==> src/rtl/fd_pkg.sv <==
// Shared types and constants for the fetch/decode queue.
package fd_pkg;

    // Field width of the reference entry layout (RV32).
    localparam int unsigned FD_DATA_WIDTH = 32;

    // addi x0, x0, 0
    localparam logic [31:0] NOP_INSTR_DEFAULT = 32'h0000_0013;

    // One queued fetch result; field order is also the packing order in storage.
    typedef struct packed {
        logic [FD_DATA_WIDTH-1:0] instr;
        logic [FD_DATA_WIDTH-1:0] pc;
        logic [FD_DATA_WIDTH-1:0] pc_plus4;
    } fd_entry_t;

    localparam int unsigned FD_ENTRY_WIDTH = $bits(fd_entry_t);

endpackage

==> src/rtl/fd_queue_mem.sv <==
// Register-array storage for the fetch/decode queue: one synchronous write port,
// one asynchronous read port. Contents are never cleared; the owner masks stale data.
module fd_queue_mem #(
    parameter int unsigned WIDTH = 96,
    parameter int unsigned DEPTH = 2
) (
    input  logic                     clk,
    input  logic                     we,
    input  logic [$clog2(DEPTH)-1:0] waddr,
    input  logic [WIDTH-1:0]         wdata,
    input  logic [$clog2(DEPTH)-1:0] raddr,
    output logic [WIDTH-1:0]         rdata
);

    logic [WIDTH-1:0] mem [DEPTH];

    // Write the addressed entry on a clock edge when enabled.
    always_ff @(posedge clk) begin
        if (we) begin
            mem[waddr] <= wdata;
        end
    end

    assign rdata = mem[raddr];

endmodule

==> src/rtl/fetch_decode_queue.sv <==
// Fetch->Decode pipeline queue: DEPTH-entry circular buffer with valid/ready on both
// sides, flush, and a NOP bubble presented whenever no entry is held.
module fetch_decode_queue
    import fd_pkg::*;
#(
    parameter int unsigned           DATA_WIDTH = 32,
    parameter int unsigned           DEPTH      = 2,
    parameter logic [DATA_WIDTH-1:0] NOP_INSTR  = DATA_WIDTH'(NOP_INSTR_DEFAULT)
) (
    input  logic                       clk,
    input  logic                       rst,
    // Fetch side
    input  logic                       in_valid,
    output logic                       in_ready,
    input  logic [DATA_WIDTH-1:0]      instr_f,
    input  logic [DATA_WIDTH-1:0]      pc_f,
    input  logic [DATA_WIDTH-1:0]      pc_plus4_f,
    // Control
    input  logic                       flush,
    // Decode side
    input  logic                       out_ready,
    output logic                       out_valid,
    output logic [DATA_WIDTH-1:0]      instr_d,
    output logic [DATA_WIDTH-1:0]      pc_d,
    output logic [DATA_WIDTH-1:0]      pc_plus4_d,
    output logic [$clog2(DEPTH):0]     count
);

    localparam int unsigned PTR_W   = $clog2(DEPTH);
    localparam int unsigned CNT_W   = PTR_W + 1;
    // Same field order as fd_entry_t, scaled to DATA_WIDTH.
    localparam int unsigned ENTRY_W = 3 * DATA_WIDTH;

    // Pointer wrap relies on DEPTH being a power of two.
    if ((DEPTH < 2) || ((DEPTH & (DEPTH - 1)) != 0)) begin : g_depth_check
        $error("fetch_decode_queue: DEPTH must be a power of two and at least 2");
    end

    logic [PTR_W-1:0]   wr_ptr_q, wr_ptr_d;
    logic [PTR_W-1:0]   rd_ptr_q, rd_ptr_d;
    logic [CNT_W-1:0]   cnt_q, cnt_d;

    logic               full;
    logic               empty;
    logic               push;
    logic               pop;
    logic               mem_we;
    logic [ENTRY_W-1:0] wr_entry;
    logic [ENTRY_W-1:0] rd_entry;

    // Status and handshake, all derived from registered occupancy only.
    always_comb begin
        full      = (cnt_q == CNT_W'(DEPTH));
        empty     = (cnt_q == '0);
        in_ready  = !full;
        out_valid = !empty;
        push      = in_valid && in_ready;
        pop       = out_valid && out_ready;
        // A push coinciding with flush is dropped, so don't touch storage either.
        mem_we    = push && !flush;
        wr_entry  = {instr_f, pc_f, pc_plus4_f};
    end

    fd_queue_mem #(
        .WIDTH (ENTRY_W),
        .DEPTH (DEPTH)
    ) u_mem (
        .clk   (clk),
        .we    (mem_we),
        .waddr (wr_ptr_q),
        .wdata (wr_entry),
        .raddr (rd_ptr_q),
        .rdata (rd_entry)
    );

    // Next-state for pointers and occupancy; flush overrides push and pop.
    always_comb begin
        wr_ptr_d = wr_ptr_q;
        rd_ptr_d = rd_ptr_q;
        cnt_d    = cnt_q;
        if (flush) begin
            wr_ptr_d = '0;
            rd_ptr_d = '0;
            cnt_d    = '0;
        end else begin
            if (push) begin
                wr_ptr_d = wr_ptr_q + PTR_W'(1);
            end
            if (pop) begin
                rd_ptr_d = rd_ptr_q + PTR_W'(1);
            end
            unique case ({push, pop})
                2'b10:   cnt_d = cnt_q + CNT_W'(1);
                2'b01:   cnt_d = cnt_q - CNT_W'(1);
                default: cnt_d = cnt_q;
            endcase
        end
    end

    // Pointer and occupancy registers; reset empties the queue immediately.
    always_ff @(posedge clk or posedge rst) begin
        if (rst) begin
            wr_ptr_q <= '0;
            rd_ptr_q <= '0;
            cnt_q    <= '0;
        end else begin
            wr_ptr_q <= wr_ptr_d;
            rd_ptr_q <= rd_ptr_d;
            cnt_q    <= cnt_d;
        end
    end

    // Head presentation: NOP bubble when empty hides whatever stale data storage holds.
    always_comb begin
        instr_d    = NOP_INSTR;
        pc_d       = '0;
        pc_plus4_d = '0;
        if (!empty) begin
            instr_d    = rd_entry[3*DATA_WIDTH-1:2*DATA_WIDTH];
            pc_d       = rd_entry[2*DATA_WIDTH-1:DATA_WIDTH];
            pc_plus4_d = rd_entry[DATA_WIDTH-1:0];
        end
    end

    assign count = cnt_q;

endmodule

==> config.mk <==
export PLATFORM = sky130hd
export DESIGN_NAME = fetch_decode_queue
export DESIGN_NICKNAME = d
export VERILOG_FILES = /design/src/rtl/fd_pkg.sv /design/src/rtl/fd_queue_mem.sv /design/src/rtl/fetch_decode_queue.sv
export SDC_FILE = /design/constraint.sdc
export NUM_CORES = 1
export LEC_CHECK = 0
export CORE_ASPECT_RATIO = 0.5
export CORE_UTILIZATION = 52
export CTS_CLUSTER_DIAMETER = 200
export CTS_CLUSTER_SIZE = 30
export DETAILED_ROUTE_END_ITERATION = 8
export PLACE_DENSITY = 0.84
export SLEW_MARGIN = 20
export SYNTH_ARGS = -nofsm -noshare
export SYNTH_HDL_FRONTEND = slang
export SYNTH_SLANG_ARGS = --single-unit
==> constraint.sdc <==
create_clock -name clk -period 15.4 [get_ports clk]
set_clock_uncertainty 0.15 [all_clocks]
set_input_delay 3.08 -clock clk [delete_from_list [all_inputs] [get_ports clk]]
set_output_delay 3.08 -clock clk [all_outputs]
set_load 0.005 [all_outputs]
# [Word level (Yosys, flattened, before mapping)]
# Memory sizes are Yosys's and may differ from the RTL's.
# Cells that the tools add are included.
[totals] ff_bits=4 ram_bits=192 in_bits=101 output_inout_bits=100 wordCells=32 memories=1
[classes] n_addsub=4 eq_ne=3 mux=11 reduce_logical=10
[mem_list] memory="u_mem.mem" words=2 word_bits=96 rd=1 rd_clocked_by_memory_dff=0 write_ports=1 line_no="fd_queue_mem.sv:15" text="logic [WIDTH-1:0] mem [DEPTH];"
[op_table] op="two-way mux 32 bit" n=3
[op_table] op="two-way mux 1 bit" n=6
[op_table] op="== test 2 bit (second input constant)" n=2
[op_table] op="one-hot mux 2 bit (2 select lines)" n=1
[op_table] op="nonzero test 2 bit" n=2
[op_table] op="logical AND 1 bit" n=3
[op_table] op="logical NOT 1 bit" n=3
[op_table] op="nonzero test 3 bit" n=1
[op_table] op="adder 1 bit (second input constant)" n=2
[op_table] op="adder 2 x 1 -> 2 bit (second input constant)" n=1
[op_table] op="== test 2 x 1 -> 1 bit (second input constant)" n=1
[op_table] op="logical NOT 2 bit" n=1
[op_table] op="two-way mux 2 bit" n=1
[op_table] op="subtractor 2 x 1 -> 2 bit (second input constant)" n=1

# [Depth between registers and ports, before layout]
[logic_depth] depth_word=6 ltp_mapped=5 ltp_nobuf=4

# [Hierarchy]
# From an unflattened synthesis, not the netlist that was laid out.
[unflattened] hier_cells=433 area_unflattened_um2=8116.5
[modules_own_cells] module="fd_queue_mem" n_inst=1 cells_per_inst=301 area_each_um2=7140.6 seq_area_each_um2=5765.5
[modules_own_cells] module="fetch_decode_queue" n_inst=1 cells_per_inst=132 area_each_um2=975.9 seq_area_each_um2=100.1

# [Least setup slack after synthesis]
# Ideal clock, no wire load.
[synth_path] kind="input to register" from="input port in_valid" to="memory u_mem.mem[1][0], enable pin" setup_time_ps=690 arrival_ps=10096 required_time_ps=14560 path_slack_ps=4464 stages=2 n_path_buf=0 path_cell_list="nand2_1 nor3b_1"
[synth_between] elab_chain_len=4
[synth_lines] item="start: declaration" line_no="fetch_decode_queue.sv:13" text="input logic in_valid,"
[synth_lines] item="logical AND 1 bit" line_no="fetch_decode_queue.sv:57" text="push = in_valid && in_ready;"
[synth_lines] item="logical AND 1 bit" line_no="fetch_decode_queue.sv:60" text="mem_we = push && !flush;"
[synth_lines] item="two-way mux 1 bit" line_no="fd_queue_mem.sv:19" text="if (we) begin"
[synth_lines] item="two-way mux 1 bit (not written as such)" line_no="fd_queue_mem.sv:20" text="mem[waddr] <= wdata;"
[synth_lines] item="end: declaration" line_no="fd_queue_mem.sv:15"
# No other way between the ends.

# [Worst setup path after layout]
[layout_path] from="register rd_ptr_q" to="output port pc_plus4_d[20]"
[layout_between] elab_chain_len=2
[layout_lines] item="start: declaration" line_no="fetch_decode_queue.sv:40" text="logic [PTR_W-1:0] rd_ptr_q, rd_ptr_d;"
[layout_lines] item="start signal: assignment" line_no="fetch_decode_queue.sv:108" text="rd_ptr_q <= rd_ptr_d;"
[layout_lines] item="memory read (2 x 96 bit)"
[layout_lines] item="two-way mux 32 bit" line_no="fetch_decode_queue.sv:118" text="if (!empty) begin"
[layout_lines] item="end: declaration" line_no="fetch_decode_queue.sv:25" text="output logic [DATA_WIDTH-1:0] pc_plus4_d,"
# No other way between the ends.

==> parameters.txt <==
Parameter                              Value

Status
  Result of the run ... finished, final reports clean

GRT
  Antenna violations before repair ... 0
  Wire length of the first global-routing pass ... 22.5 mm
  Largest net degree at the start of global routing ... 72
  Number of global-route vias before repair ... 4378
  Total global-route track usage ... 20.5%
  GRT overflow ... 0

Layout
  Area added between synthesis and finish ... 36.6%
  Share of final-layout standard cells stronger than drive strength 1 ... 6.92%
  Number of antenna diodes ... 0
  Total area of multi-input combinational cells ... 1460 um^2
  Final layout net count ... 739
  Filler cell count in the final layout ... 835
  Combined flip-flop and latch cell area ... 5870 um^2

Worst setup path
  Worst path cell trace ... buf_6, mux2i_1, nor2_1, clkdlybuf4s50_1
  Required arrival time at the worst endpoint ... 12.17 ns
  Critical R2R Capture ... u_mem.mem[1][91]$_DFFE_PP_
  Worst Reg2Reg Path Length in Cells ... 5
  Family of cells with the greatest summed delay on the critical path ... buffers and inverters
  Worst setup path start ... rd_ptr_q$_DFFE_PP0P_
  Buffering stage count on the worst path with inverters included ... 2
  Nature of the critical path startpoint ... flop
  Nature of the critical path endpoint ... output port
  Highest-delay cell along the critical path ... sky130_fd_sc_hd__dfrtp_4
  Slack of the worst reg-to-reg path ... 13.00 ns
  Worst endpoint data arrival time ... 2.81 ns
  Worst stage delay on the critical path ... 0.79 ns
  Largest driver fanout on the critical path ... 66
  Type of the setup path with the least slack ... reg -> out
  R2r startpoint ... count[1]$_DFFE_PP0P_
  Critical Path End ... pc_plus4_d[20]
  Critical Path Stages ... 4

Die
  Area of the placeable core ... 13800 um^2
  Site Rows ... 30
  Top-Level Pins ... 201
  Vertical extent of the die ... 86.8 um
  Starting Density ... 54.3%
  Width of the chip ... 172 um
  Die Outline Area ... 14900 um^2

Detailed routing
  Number of detailed-routing iterations run before antenna repair ... 5
  Residual DRC ... 0
  Total detailed-routing wirelength ... 14.9 mm
  Average wire per standard cell ... 17.7 um
  Post-detailed-route count of antenna-violating nets ... 0
  Vias/cell ... 5.02
  Starting DRT DRC Count ... 287
  Via total after detailed routing ... 4229

Clock tree
  Number of clock sinks ... 196
  Number of buffers created by CTS ... 17
  Buffers inserted by post-CTS timing repair ... 0
  Post-cts repair resize count ... 0
  Hold buffers post-CTS ... 0
  Clock transition at path regs ... 0.06 ns
  Clk buf depth ... 2
  CTS HTree Levels ... 4
  Skew-Pair Late Insertion Delay ... 0.41 ns
  Clk Tree Root Cell ... sky130_fd_sc_hd__clkbuf_16
  CTS tree ... yes

Power
  Combinational share of power ... 11.7%
  Power Internal ... 0.000914 W
  Maximum vdd drop ... 0.0721 mV
  Power Total ... 0.00118 W
  Switching share of power ... 22.3%
  Switching power total ... 0.000262 W
  Clock group share of total power ... 35.8%
  Portion of total power attributed to sequential cells ... 52.4%
  Power per Cell Area ... 115 nW/um^2
  Static Leakage ... 3.34 nW

Synthesis
  Netlist area before placement ... 7470 um^2
  Mapped Nets ... 534
  Synth async-reset ratio ... 2.04%
  Register bit total from synthesis ... 196
  Number of flops mapped to enable cells by yosys ... 192
  Synth unique cells ... 22
  Area share of the leading cell type in the synthesized netlist ... 77.1%
  Average size of a mapped cell ... 17.3 um^2
  Commonest cells post-synth ... 192 x sky130_fd_sc_hd__edfxtp_1, 97 x sky130_fd_sc_hd__mux2i_1, 95 x sky130_fd_sc_hd__nor2_1
  Most instantiated library cell after synthesis ... sky130_fd_sc_hd__edfxtp_1
  Top cell type by total area after synthesis ... sky130_fd_sc_hd__edfxtp_1
  Top FF cell, synth ... sky130_fd_sc_hd__edfxtp_1
  Synth Instances ... 433
  Yosys Warn Count ... 0
  Sequential share of the synthesized area ... 78.5%
  Ranking of synthesized cells by area ... sky130_fd_sc_hd__edfxtp_1 77%, sky130_fd_sc_hd__mux2i_1 13%, sky130_fd_sc_hd__nor2_1 4.8%

Job
  Reported max-cap violation count ... 0

Timing
  Post-route fraction of the period consumed by the critical path ... 39.2%
  Upper clock frequency limit ... 0.166 GHz
  Post-Route Setup TNS ... 0 ns
  Finish-stage setup viols ... 0
  Slew Limit Headroom ... 35.4%
  Minimum period implied by the final worst setup slack ... 6.04 ns
  Pin slew with the least headroom to its limit ... 0.969 ns
  Count of pins over their slew limit ... 0
  Final hold violation count ... 0
  Unrepaired setup endpoints after global routing ... false

Min path
  Worst Hold Path Cells ... 2
  Classification of the worst-slack hold path ... reg -> reg
  Startpoint of the lowest-slack hold path ... wr_ptr_q$_DFFE_PP0P_

Placed design
  DP Wirelength ... 9.45 mm
  Final RePlAce weighted congestion ... 0.748
  Total of buffers placed on input and output ports ... 200
[registers in the layout (all words and copies together), names as in the netlist]
| signal | flops |
|---|---|
| wr_ptr_q | 1 |
| u_mem.mem | 192 |
| count | 2 |
| rd_ptr_q | 1 |
[cell type report]
| type | count | area share [%] |
|---|---|---|
| flip-flops and latches | 196 | 57.5 |
| repair buffers | 207 | 20.2 |
| multi-input cells | 212 | 14.3 |
| clock buffers | 17 | 4.17 |
| well taps | 192 | 2.35 |
| clock inverters | 14 | 1.40 |
| inverters | 4 | 0.147 |
[logic make-up after synthesis]
family / Yosys count / share of synthesized area (%)
flip-flops: 196 / 78.5
AND/OR/NAND/NOR: 106 / 5.62
multiplexers: 97 / 13.0
buffers and inverters: 25 / 2.19
AO/OA/AOI/OAI: 8 / 0.603
XOR/XNOR: 1 / 0.117
[how the worst min path moves through the flow]
stage and end:
2_1_floorplan wr_ptr_q$_DFFE_PP0P_, 3_3_place_gp wr_ptr_q$_DFFE_PP0P_, 3_5_place_dp wr_ptr_q$_DFFE_PP0P_, 4_1_cts wr_ptr_q$_DFFE_PP0P_, 5_1_grt wr_ptr_q$_DFFE_PP0P_, 6_report wr_ptr_q$_DFFE_PP0P_
[through the flow]
| step | std cells | hold slack (ns) | utilization [%] | setup slack [ns] | cell area (um^2) |
|---|---|---|---|---|---|
| final | 842 | 0.466 | 74.1 | 9.36 | 10200 |
| after global routing | 842 | 0.486 | 74.1 | 9.20 | 10200 |
| after CTS | 842 | 0.459 | 74.1 | 9.05 | 10200 |
| after detailed placement | 811 | 0.448 | 70.0 | 9.52 | 9640 |
| after global placement | 811 | 0.421 | 70.0 | 9.50 | 9640 |
| after floorplan | 433 | 0.380 | - | 4.46 | 7470 |
[power by group through the flow]
| stage | clock network, W | logic (W) | registers (W) |
|---|---|---|---|
| finish | 0.000421 | 0.000138 | 0.000617 |
| global route | 0.000453 | 0.000149 | 0.000618 |
| CTS | 0.000432 | 0.000140 | 0.000617 |
| detailed placement | 0 | 0.000139 | 0.000628 |
| global placement | 0 | 0.000137 | 0.000627 |
| floorplan | 0 | 0.0000621 | 0.000627 |
[cells in the final DEF (no fill, tap or decap), types with 3 or more instances in the layout]
master	count
sky130_fd_sc_hd__clkdlybuf4s50_1	200
sky130_fd_sc_hd__dfrtp_1	3
sky130_fd_sc_hd__clkinvlp_4	7
sky130_fd_sc_hd__mux2i_1	97
sky130_fd_sc_hd__clkbuf_16	17
sky130_fd_sc_hd__buf_4	6
sky130_fd_sc_hd__edfxtp_1	192
sky130_fd_sc_hd__nor2_1	94
sky130_fd_sc_hd__a21oi_1	4
sky130_fd_sc_hd__inv_6	3
sky130_fd_sc_hd__nand2_1	4
sky130_fd_sc_hd__inv_8	3
[per-layer routing]
layer  global-route usage [%]  vias up  share of wire, %
met5                        0        -                 0
met4                     8.60        0               1.9
met1                     24.0     2084                40
li1                         -     2025                 -
met3                     3.88       20               3.9
met2                     37.5      100                54
[tightest hold or removal path, stage by stage, from the launching register on]
cell and delay (ns):
sky130_fd_sc_hd__dfrtp_1 0.42, sky130_fd_sc_hd__o21ai_0 0.09, sky130_fd_sc_hd__a21oi_1 0.07
No activity file was read; power rests on OpenSTA's default activity.
